--- src/rtl/egen_row_scheduler_if.sv ---
// egen_row_scheduler_if
//   Bundles the control, memory-strobe and status signals of the row
//   scheduler.
//   master : the scheduler side. It receives start/max_iter/mem_busy/syn_zero
//            and drives the read/write strobes and status.
//   slave  : the decoder-control side, which is the mirror image.
//   Ports carried:
//     start, max_iter, mem_busy, syn_zero       (to scheduler)
//     rd_en, rd_addr, wr_en, wr_addr, iter_cnt,
//     busy, done, early_exit                    (from scheduler)
interface egen_row_scheduler_if #(
  parameter int ROWBITS  = 4,
  parameter int ITERBITS = 4
);
  logic                start;
  logic [ITERBITS-1:0] max_iter;
  logic                mem_busy;
  logic                syn_zero;
  logic                rd_en;
  logic [ROWBITS-1:0]  rd_addr;
  logic                wr_en;
  logic [ROWBITS-1:0]  wr_addr;
  logic [ITERBITS-1:0] iter_cnt;
  logic                busy;
  logic                done;
  logic                early_exit;

  modport master (
    input  start, max_iter, mem_busy, syn_zero,
    output rd_en, rd_addr, wr_en, wr_addr, iter_cnt, busy, done, early_exit
  );

  modport slave (
    output start, max_iter, mem_busy, syn_zero,
    input  rd_en, rd_addr, wr_en, wr_addr, iter_cnt, busy, done, early_exit
  );
endinterface

--- src/rtl/egen_row_scheduler.sv ---
// egen_row_scheduler
//   Steps check-node rows through the compressed-extrinsic generator.
//   - Issues one LLR/sign memory row read per free cycle.
//   - Counts rows and iterations.
//   - Carries a {valid,row} tag down a delay line matching the read plus
//     generator latency, so each Ecomp word is written to its own row.
//   Ports:
//     clk, rst : system clock and asynchronous active-high reset
//     bus      : egen_row_scheduler_if.master
//                (start/max_iter/mem_busy/syn_zero in;
//                 rd/wr strobes, iter_cnt, busy, done, early_exit out)
//
//   state | meaning
//   ------+---------------------------------------------------------------
//   IDLE  | waiting for start; counters and early_exit hold last result
//   RUN   | issuing rows; a mem_busy cycle inserts a bubble
//   DRAIN | no new reads; waiting for in-flight tags to reach the E-memory
//   DONE  | one-cycle done pulse, then back to IDLE
module egen_row_scheduler #(
  parameter int NROWS    = 16,
  parameter int ROWBITS  = 4,
  parameter int ITERBITS = 4,
  parameter int RD_LAT   = 1,
  parameter int EGEN_LAT = 6
) (
  input  logic                        clk,
  input  logic                        rst,
  egen_row_scheduler_if.master        bus
);

  localparam int                 DEPTH    = RD_LAT + EGEN_LAT;
  localparam logic [ROWBITS-1:0] LAST_ROW = ROWBITS'(NROWS - 1);
  localparam logic [ROWBITS-1:0] ROW_ONE  = ROWBITS'(1);
  localparam logic [ITERBITS-1:0] ITER_ONE = ITERBITS'(1);
  localparam logic [ITERBITS:0]  ITER_ONE_X = (ITERBITS + 1)'(1);

  typedef enum logic [1:0] {
    S_IDLE  = 2'd0,
    S_RUN   = 2'd1,
    S_DRAIN = 2'd2,
    S_DONE  = 2'd3
  } state_t;

  state_t                      state_q,      state_d;
  logic [ROWBITS-1:0]          row_cnt_q,    row_cnt_d;
  logic [ITERBITS-1:0]         iter_cnt_q,   iter_cnt_d;
  logic [ITERBITS-1:0]         lim_q,        lim_d;
  logic                        early_exit_q, early_exit_d;
  logic [DEPTH-1:0]            pipe_vld_q,   pipe_vld_d;
  logic [DEPTH-1:0][ROWBITS-1:0] pipe_row_q, pipe_row_d;

  logic issue;
  logic wrap;
  logic last_iter;

  always_comb begin
    state_d      = state_q;
    row_cnt_d    = row_cnt_q;
    iter_cnt_d   = iter_cnt_q;
    lim_d        = lim_q;
    early_exit_d = early_exit_q;
    issue        = 1'b0;
    wrap         = 1'b0;
    // One extra bit, so a limit of 2^ITERBITS-1 is still reachable.
    last_iter    = (({1'b0, iter_cnt_q} + ITER_ONE_X) == {1'b0, lim_q});

    unique case (state_q)
      S_IDLE: begin
        if (bus.start) begin
          lim_d        = (bus.max_iter == '0) ? ITER_ONE : bus.max_iter;
          row_cnt_d    = '0;
          iter_cnt_d   = '0;
          early_exit_d = 1'b0;
          state_d      = S_RUN;
        end
      end
      S_RUN: begin
        issue = !bus.mem_busy;
        // A busy cycle blocks the wrap; it happens on the next issue.
        wrap  = issue && (row_cnt_q == LAST_ROW);
        if (issue) begin
          row_cnt_d = wrap ? '0 : row_cnt_q + ROW_ONE;
        end
        if (wrap) begin
          iter_cnt_d = iter_cnt_q + ITER_ONE;
          if (last_iter) begin
            state_d = S_DRAIN;
          end else if (bus.syn_zero) begin
            state_d      = S_DRAIN;
            early_exit_d = 1'b1;
          end
        end
      end
      S_DRAIN: begin
        // The last stage of the pipe is wr_en, so this also covers wr_en==0.
        if (pipe_vld_q == '0) begin
          state_d = S_DONE;
        end
      end
      S_DONE: begin
        state_d = S_IDLE;
      end
      default: begin
        state_d = S_IDLE;
      end
    endcase

    // The tag pipe shifts every cycle; a non-issue cycle enters as a bubble.
    pipe_vld_d = {pipe_vld_q[DEPTH-2:0], issue};
    pipe_row_d = {pipe_row_q[DEPTH-2:0], row_cnt_q};
  end

  always_ff @(posedge clk or posedge rst) begin
    if (rst) begin
      state_q      <= S_IDLE;
      row_cnt_q    <= '0;
      iter_cnt_q   <= '0;
      lim_q        <= '0;
      early_exit_q <= 1'b0;
      pipe_vld_q   <= '0;
      pipe_row_q   <= '0;
    end else begin
      state_q      <= state_d;
      row_cnt_q    <= row_cnt_d;
      iter_cnt_q   <= iter_cnt_d;
      lim_q        <= lim_d;
      early_exit_q <= early_exit_d;
      pipe_vld_q   <= pipe_vld_d;
      pipe_row_q   <= pipe_row_d;
    end
  end

  assign bus.rd_en      = issue;
  assign bus.rd_addr    = row_cnt_q;
  assign bus.wr_en      = pipe_vld_q[DEPTH-1];
  assign bus.wr_addr    = pipe_row_q[DEPTH-1];
  assign bus.iter_cnt   = iter_cnt_q;
  assign bus.busy       = (state_q == S_RUN) || (state_q == S_DRAIN);
  assign bus.done       = (state_q == S_DONE);
  assign bus.early_exit = early_exit_q;

endmodule
--- src/flat_wrapper.sv ---
// flat-port wrapper written by rule: the top's interface ports become plain ports
module egen_row_scheduler_flat 
#(
  parameter int NROWS    = 16,
  parameter int ROWBITS  = 4,
  parameter int ITERBITS = 4,
  parameter int RD_LAT   = 1,
  parameter int EGEN_LAT = 6
)
  (clk, rst, bus_start, bus_max_iter, bus_mem_busy, bus_syn_zero, bus_rd_en, bus_rd_addr, bus_wr_en, bus_wr_addr, bus_iter_cnt, bus_busy, bus_done, bus_early_exit);
  egen_row_scheduler_if #(.ROWBITS(ROWBITS), .ITERBITS(ITERBITS)) bus_i ();
  input  logic clk;
  input  logic rst;
  input wire logic [$bits(bus_i.start)-1:0] bus_start;
  input wire logic [$bits(bus_i.max_iter)-1:0] bus_max_iter;
  input wire logic [$bits(bus_i.mem_busy)-1:0] bus_mem_busy;
  input wire logic [$bits(bus_i.syn_zero)-1:0] bus_syn_zero;
  output wire logic [$bits(bus_i.rd_en)-1:0] bus_rd_en;
  output wire logic [$bits(bus_i.rd_addr)-1:0] bus_rd_addr;
  output wire logic [$bits(bus_i.wr_en)-1:0] bus_wr_en;
  output wire logic [$bits(bus_i.wr_addr)-1:0] bus_wr_addr;
  output wire logic [$bits(bus_i.iter_cnt)-1:0] bus_iter_cnt;
  output wire logic [$bits(bus_i.busy)-1:0] bus_busy;
  output wire logic [$bits(bus_i.done)-1:0] bus_done;
  output wire logic [$bits(bus_i.early_exit)-1:0] bus_early_exit;
  assign bus_i.start = bus_start;
  assign bus_i.max_iter = bus_max_iter;
  assign bus_i.mem_busy = bus_mem_busy;
  assign bus_i.syn_zero = bus_syn_zero;
  assign bus_rd_en = bus_i.rd_en;
  assign bus_rd_addr = bus_i.rd_addr;
  assign bus_wr_en = bus_i.wr_en;
  assign bus_wr_addr = bus_i.wr_addr;
  assign bus_iter_cnt = bus_i.iter_cnt;
  assign bus_busy = bus_i.busy;
  assign bus_done = bus_i.done;
  assign bus_early_exit = bus_i.early_exit;
  egen_row_scheduler #(.NROWS(NROWS), .ROWBITS(ROWBITS), .ITERBITS(ITERBITS), .RD_LAT(RD_LAT), .EGEN_LAT(EGEN_LAT)) u_core (.clk(clk), .rst(rst), .bus(bus_i));
endmodule
--- config.mk ---
export PLATFORM = sky130hd
export DESIGN_NAME = egen_row_scheduler_flat
export DESIGN_NICKNAME = d
export VERILOG_FILES = /design/src/rtl/egen_row_scheduler_if.sv /design/src/rtl/egen_row_scheduler.sv /design/src/flat_wrapper.sv
export SDC_FILE = /design/constraint.sdc
export NUM_CORES = 1
export LEC_CHECK = 0
export ABC_AREA = 1
export BUFFER_PORTS_ARGS = -buffer_cell sky130_fd_sc_hd__buf_2
export CELL_PAD_IN_SITES_DETAIL_PLACEMENT = 1
export CELL_PAD_IN_SITES_GLOBAL_PLACEMENT = 2
export CORE_MARGIN = 10
export CORE_UTILIZATION = 39
export CTS_BUF_LIST = sky130_fd_sc_hd__clkbuf_8 sky130_fd_sc_hd__clkbuf_16
export CTS_CLUSTER_SIZE = 30
export DETAILED_ROUTE_END_ITERATION = 10
export PLACE_DENSITY = 0.84
export SLEW_MARGIN = 20
export SYNTH_ARGS = -nofsm -noshare
export SYNTH_HDL_FRONTEND = slang
export SYNTH_SLANG_ARGS = --single-unit
--- constraint.sdc ---
create_clock -name clk -period 2.7 [get_ports clk]
set_input_delay 0.135 -clock clk [delete_from_list [all_inputs] [get_ports clk]]
set_output_delay 0.135 -clock clk [all_outputs]
set_load 0.02 [all_outputs]
## Word level (Yosys, flattened, before mapping)

Index checks and enable logic that the tools add are counted.

- Register bits after elaboration: 50
- Input port bits: 9
- Output and inout bits: 17
- Logic and storage cells: 59

- Add/sub/neg operators: 3
- Equality and inequality tests: 12
- Muxes and demuxes: 19
- Reductions and logical operators: 12

Operators by type and width:

| cell | count |
|---|---|
| 4-bit 2-to-1 mux | 5 |
| 4-bit case mux with 2 select lines | 2 |
| 2-bit 2-to-1 mux | 5 |
| 4-bit by 1-bit adder with 4-bit output, second input constant | 2 |
| 2-bit inequality test, second input constant | 4 |
| 2-bit case mux with 4 select lines | 1 |
| 7-bit zero test | 1 |
| 3-bit AND reduction | 2 |
| 4-bit by 1-bit adder with 5-bit output, second input constant | 1 |
| 5-bit by 4-bit equality test with 1-bit output | 1 |
| 1-bit 2-to-1 mux | 5 |
| 5-bit AND reduction | 1 |
| 2-bit equality test, second input constant | 2 |
| 4-bit equality test, second input constant | 1 |
| 4-bit zero test | 1 |
| 2-bit by 1-bit inequality test with 1-bit output, second input constant | 2 |
| 4-bit AND reduction | 1 |
| 3-bit by 2-bit inequality test with 1-bit output, second input constant | 1 |
| 2-bit by 1-bit equality test with 1-bit output, second input constant | 1 |
| 2-bit zero test | 1 |
| 1-bit case mux with 2 select lines | 1 |
| 2-bit AND reduction | 1 |
| 2-bit nonzero test | 1 |
| 1-bit logical AND | 1 |
| 2 further kinds | 2 |

## Depth between registers and ports, before layout

- Word-level depth: 5
- Depth in mapped cells: 12

## Least setup slack after synthesis

OpenSTA, ideal clock, no wires.

- Path type: reg-to-reg
- From: register u_core.iter_cnt_q[0] (netlist: u_core.bus.iter_cnt[0])
- To: register u_core.state_q[1]
- Setup time: 0.117 ns
- Arrival time: 1.449 ns
- Data required time: 2.583 ns
- Setup slack: 1.134 ns
- Cell stages (with the launch flop): 10
- Clock period less this slack: 1.566 ns
- Path through: dfrtp_1 > ha_1 > xnor2_1 > nand3_2 > nor2_2 > nand2_2 > nand2_2 > nand2_2 > nand2_1 > nand2_1

- Longest elaborated chain between the ends: 5

Ends and longest elaborated chain:

| element | RTL line | RTL |
|---|---|---|
| start, declared | egen_row_scheduler.sv:46 | `logic [ITERBITS-1:0] iter_cnt_q, iter_cnt_d;` |
| start signal, assigned | egen_row_scheduler.sv:125 | `iter_cnt_q <= iter_cnt_d;` |
| 4-bit by 1-bit adder with 5-bit output * | egen_row_scheduler.sv:65 | `last_iter = (({1'b0, iter_cnt_q} + ITER_ONE_X) == {1'b0, lim_q});` |
| 5-bit by 4-bit equality test with 1-bit output * | egen_row_scheduler.sv:65 |  |
| 2-bit 2-to-1 mux | egen_row_scheduler.sv:86 | `if (last_iter) begin` |
| 2-bit 2-to-1 mux | egen_row_scheduler.sv:84 | `if (wrap) begin` |
| 2-bit case mux with 4 select lines | egen_row_scheduler.sv:67 | `unique case (state_q)` |
| end signal, assigned | egen_row_scheduler.sv:123 | `state_q <= state_d;` |
| end, declared | egen_row_scheduler.sv:44 | `state_t state_q, state_d;` |

Every way passes the cells marked *; elsewhere a longest branch is shown, timed or not. The select of a mux whose other input is x is not followed.
A chain may end at the register's enable or synchronous reset.

## Worst setup path after layout

- From: register u_core.state_q[1]
- To: output bus_rd_en

- Longest elaborated chain between the ends: 2

Ends and longest elaborated chain:

| element | RTL line | RTL |
|---|---|---|
| 2-bit by 1-bit equality test with 1-bit output | egen_row_scheduler.sv:67 |  |
| 1-bit 2-to-1 mux | egen_row_scheduler.sv:67 |  |
| end, declared | flat_wrapper.sv:18 | `output wire logic [$bits(bus_i.rd_en)-1:0] bus_rd_en;` |

No other way between the ends.

==> out/summary.log <==
qor: status.run_status complete, but fails checks
qor: status.violations negative hold slack
qor: setup_path.crit_path_start u_core.state_q[1]
qor: logic_synthesis.ys_async_sr_fraction 100%
qor: timing.finalMaxSlewViolations 0
qor: logic_synthesis.synth_adder_area_share 4.73%
qor: finish.area_delta_synth_final 13.9%
qor: setup_path.worst_setup_path_start_kind flop
qor: setup_path.critPathMaxFanout 6
qor: power.p_int 1440 µW
qor: setup_path.cp.required 2.57 ns
qor: logic_synthesis.syn_nets 176
qor: drt.routed_via_count 1159
qor: grt.via_count_of_the_first_global_routing_pass 1310
qor: grt.antenna_violations_before_repair 0
qor: drt.post_drt_via_cell_ratio 4.77
qor: logic_synthesis.synth_common_cells sky130_fd_sc_hd__dfrtp_1, sky130_fd_sc_hd__nand2_1, sky130_fd_sc_hd__inv_1, sky130_fd_sc_hd__nand3_1, sky130_fd_sc_hd__nor2_1
qor: timing.timing.slew.headroom 46.2%
qor: drt.drtPass1Iterations 2
qor: floorplanning.starting_density_of_the_core 39.7%
qor: timing.timing.final.crit_period 1.76 ns
qor: logic_synthesis.synthesis.area 0.00185 mm²
qor: clock_tree.worst_case_clock_buffer_depth 2
qor: power.power.leakage 0.00111 µW
qor: timing.period_share 65.2%
qor: setup_path.crit_path_end_kind output pin
qor: setup_path.reg2reg_from u_core.bus.iter_cnt[0]
qor: setup_path.crit_type flop to output pin
qor: grt.grt-ovfl-total 0
qor: timing.achievable-frequency 0.568 GHz
qor: floorplanning.num_io_pins 26
qor: floorplanning.core.rowCount 25
qor: timing.timing.hold.ws -0.0415 ns
qor: drt.ant_nets 0
qor: logic_synthesis.post_synth.cell_area_avg 11.6 µm²
qor: clock_tree.cts_buffers 5
qor: clock_tree.clk_transition_reported_paths 0.09 ns
qor: floorplanning.core_area 0.00466 mm²
qor: clock_tree.cts.sink_count 50
qor: logic_synthesis.synth_compound_area_share 7.23%
qor: grt.grt_start_max_net_pins 51
qor: grt.wire_length_of_the_first_global_routing_pass 6160 µm
qor: finish.antenna_diode_instance_count 0
qor: power.pwr_density_cell 1120 mW/mm²
qor: logic_synthesis.synth_top_family_by_area simple AND/OR/NAND/NOR gates
qor: timing.timing.final.setup_violations 0
qor: clock_tree.ctsHtreeMaxLevel 2
qor: timing.tns 0 ns
qor: logic_synthesis.netlist_top_cells_area sky130_fd_sc_hd__dfrtp_1, sky130_fd_sc_hd__nand2_1, sky130_fd_sc_hd__ha_1
qor: power.max-vdd-ir-drop 519 µV
qor: clock_tree.cts-root-buf sky130_fd_sc_hd__clkbuf_8
qor: placed_design.placed_wire_length_estimate_after_detailed_placement 2870 µm
qor: placed_design.port_buffers 25
qor: drt.routed_wire_length_per_instance 15.2 µm
qor: timing.report.final.hold_viol_count 50
qor: finish.finish.utilization 45.2%
qor: logic_synthesis.synth.area.mux_share 0%
qor: clock_tree.tritoncts yes
qor: logic_synthesis.number_of_enable_flip_flop_cells_after_synthesis 0
qor: logic_synthesis.synth_cell_type_count 25
qor: logic_synthesis.post-synth-top-area-cell sky130_fd_sc_hd__dfrtp_1
qor: finish.fillerInstances 527
qor: power.combinationalPowerShare 33.5%
qor: clock_tree.cts_setup_buffers 0
qor: logic_synthesis.synth_sequential_area_ratio 67.6%
qor: finish.fraction_of_layout_cells_with_a_size_suffix_above_1 28.0%
qor: timing.rsz0062_at_grt false
qor: drt.drc_violation_count_after_routing 0
qor: power.switching_fraction 38.7%
qor: logic_synthesis.postSynthRegisterBits 50
qor: timing.fin_worst_skew 0.00353 ns
qor: clock_tree.insertion_delay 0.30 ns
qor: floorplanning.die_height 88.9 µm
qor: job.cap_viol_max_count 0
qor: logic_synthesis.syn-instance-count 160
qor: power.power.switching 910 µW
qor: power.power_frac_seq 48.2%
qor: drt.drt_iter0_markers 30
qor: logic_synthesis.post-synth-top-count-cell sky130_fd_sc_hd__dfrtp_1
qor: logic_synthesis.ys.flop_type sky130_fd_sc_hd__dfrtp_1
qor: logic_synthesis.post_synth_xor_area_fraction 0.473%
qor: clock_tree.cts_repair_resize_count 0
qor: clock_tree.holdBufCountCts 0
qor: grt.grt_util_all_layers 10.2%
qor: floorplanning.floorplan.die.width 88.9 µm
qor: power.power.share.clock 18.4%
qor: drt.wire_length_after_detailed_routing 3680 µm
qor: setup_path.crit_arrival 1.63 ns
qor: logic_synthesis.synth-simple-area-share 14.5%
qor: finish.final_net_count 204
qor: min_path.worstHoldPathType input pin to asynchronous set/reset pin
qor: placed_design.finalWeightedCongestion 0.740
qor: floorplanning.design.die.area 0.00790 mm²
qor: logic_synthesis.synth_warnings 0
qor: logic_synthesis.share_of_the_synthesized_area_in_the_top_cell_type 67.6%
qor: timing.timing_worst_slew_pin_value 0.806 ns
cells by family (layout without fill, tap and decap cells):
family,count (synthesis),count (layout)
and+or+nand+nor,58,58
DFF,50,50
buffers and inverters,23,52
AOI/OAI and AO/OA,21,21
adders and majority gates,7,7
xor gates and xnor gates,1,1
path summary, 6_finish.rpt:
| kind | to | slack, ns | depth (start not counted) |
|---|---|---|---|
| worst max-delay path | bus_rd_en | 0.94 | 5 |
| worst min-delay path | u_core.pipe_row_d[23] | -0.04 | 2 |
| worst max register to register | u_core.state_q[0] | 1.02 | 9 |
| worst min register to register | u_core.pipe_row_d[15] | 0.36 | 0 |
| max in group asynchronous | u_core.bus.rd_addr[1] | 2.27 | 2 |
| min in group clk | u_core.pipe_vld_q[0] | 0.04 | 2 |
worst max-delay path: stages (launching register included):
cell                      delay, ns
sky130_fd_sc_hd__dfrtp_1       0.43
sky130_fd_sc_hd__inv_1         0.12
sky130_fd_sc_hd__ha_1          0.29
sky130_fd_sc_hd__inv_2         0.10
sky130_fd_sc_hd__nor2_1        0.18
sky130_fd_sc_hd__buf_2         0.20
per-stage QoR:
step / power, µW / cells / hold slack, ns / area, µm² / worst slack, ns
after floorplan: 1720 / 160 / 0.300 / 1850 / 1.13
after global placement: 1890 / 235 / 0.332 / 2010 / 1.07
after detailed placement: 1960 / 235 / 0.336 / 2010 / 0.999
after CTS: 2400 / 243 / 0.0317 / 2110 / 0.917
after global routing: 2550 / 243 / 0.0218 / 2110 / 0.775
final: 2350 / 243 / -0.0415 / 2110 / 0.940
area by class of cell:
type,instances,area [µm²],area share (%)
sequential,50,1250,59.3
multi-input combinational,87,498,23.6
timing repair buffer,25,125,5.93
inverter,19,73.8,3.50
clock buffer,5,68.8,3.26
tap,54,67.6,3.20
clock inverter,3,23.8,1.13
state kept, by name (all words and copies together) (netlist names):
name                   count
u_core.state_q             2
u_core.bus.early_exit      1
u_core.pipe_row_d         24
u_core.pipe_vld_q          7
u_core.bus.wr_addr         4
u_core.bus.iter_cnt        4
u_core.bus.rd_addr         4
u_core.lim_q               4
metal layers:
layer	up-vias	routed length [µm]	GRT usage [%]
met5	-	0	0
met4	0	48	3.96
met3	4	143	2.10
met2	19	2040	19.5
met1	575	1450	10.5
li1	561	-	-
power groups by stage:
stage	clock, µW	sequential (µW)	combinational, µW
floorplan	0	1160	568
global placement	0	1130	764
detailed placement	0	1160	803
CTS	449	1140	808
global route	484	1170	899
finish	432	1130	788
placed cells by master, fill, tap and decap left out, types with 2 or more instances in the layout:
cell type / count
sky130_fd_sc_hd__nand2_1: 25
sky130_fd_sc_hd__dfrtp_1: 50
sky130_fd_sc_hd__o21ai_2: 2
sky130_fd_sc_hd__o22ai_1: 2
sky130_fd_sc_hd__nor2_1: 9
sky130_fd_sc_hd__o21ai_1: 2
sky130_fd_sc_hd__nand3_1: 10
sky130_fd_sc_hd__nor2_2: 2
sky130_fd_sc_hd__o21ai_0: 5
sky130_fd_sc_hd__clkbuf_8: 5
sky130_fd_sc_hd__clkinvlp_4: 2
sky130_fd_sc_hd__nand4_1: 2
sky130_fd_sc_hd__ha_1: 7
sky130_fd_sc_hd__inv_2: 3
sky130_fd_sc_hd__clkinv_2: 2
sky130_fd_sc_hd__inv_1: 14
sky130_fd_sc_hd__a21oi_1: 6
sky130_fd_sc_hd__nand2_2: 7
sky130_fd_sc_hd__buf_2: 25
Note: power is estimated with default switching activity, not from simulation.
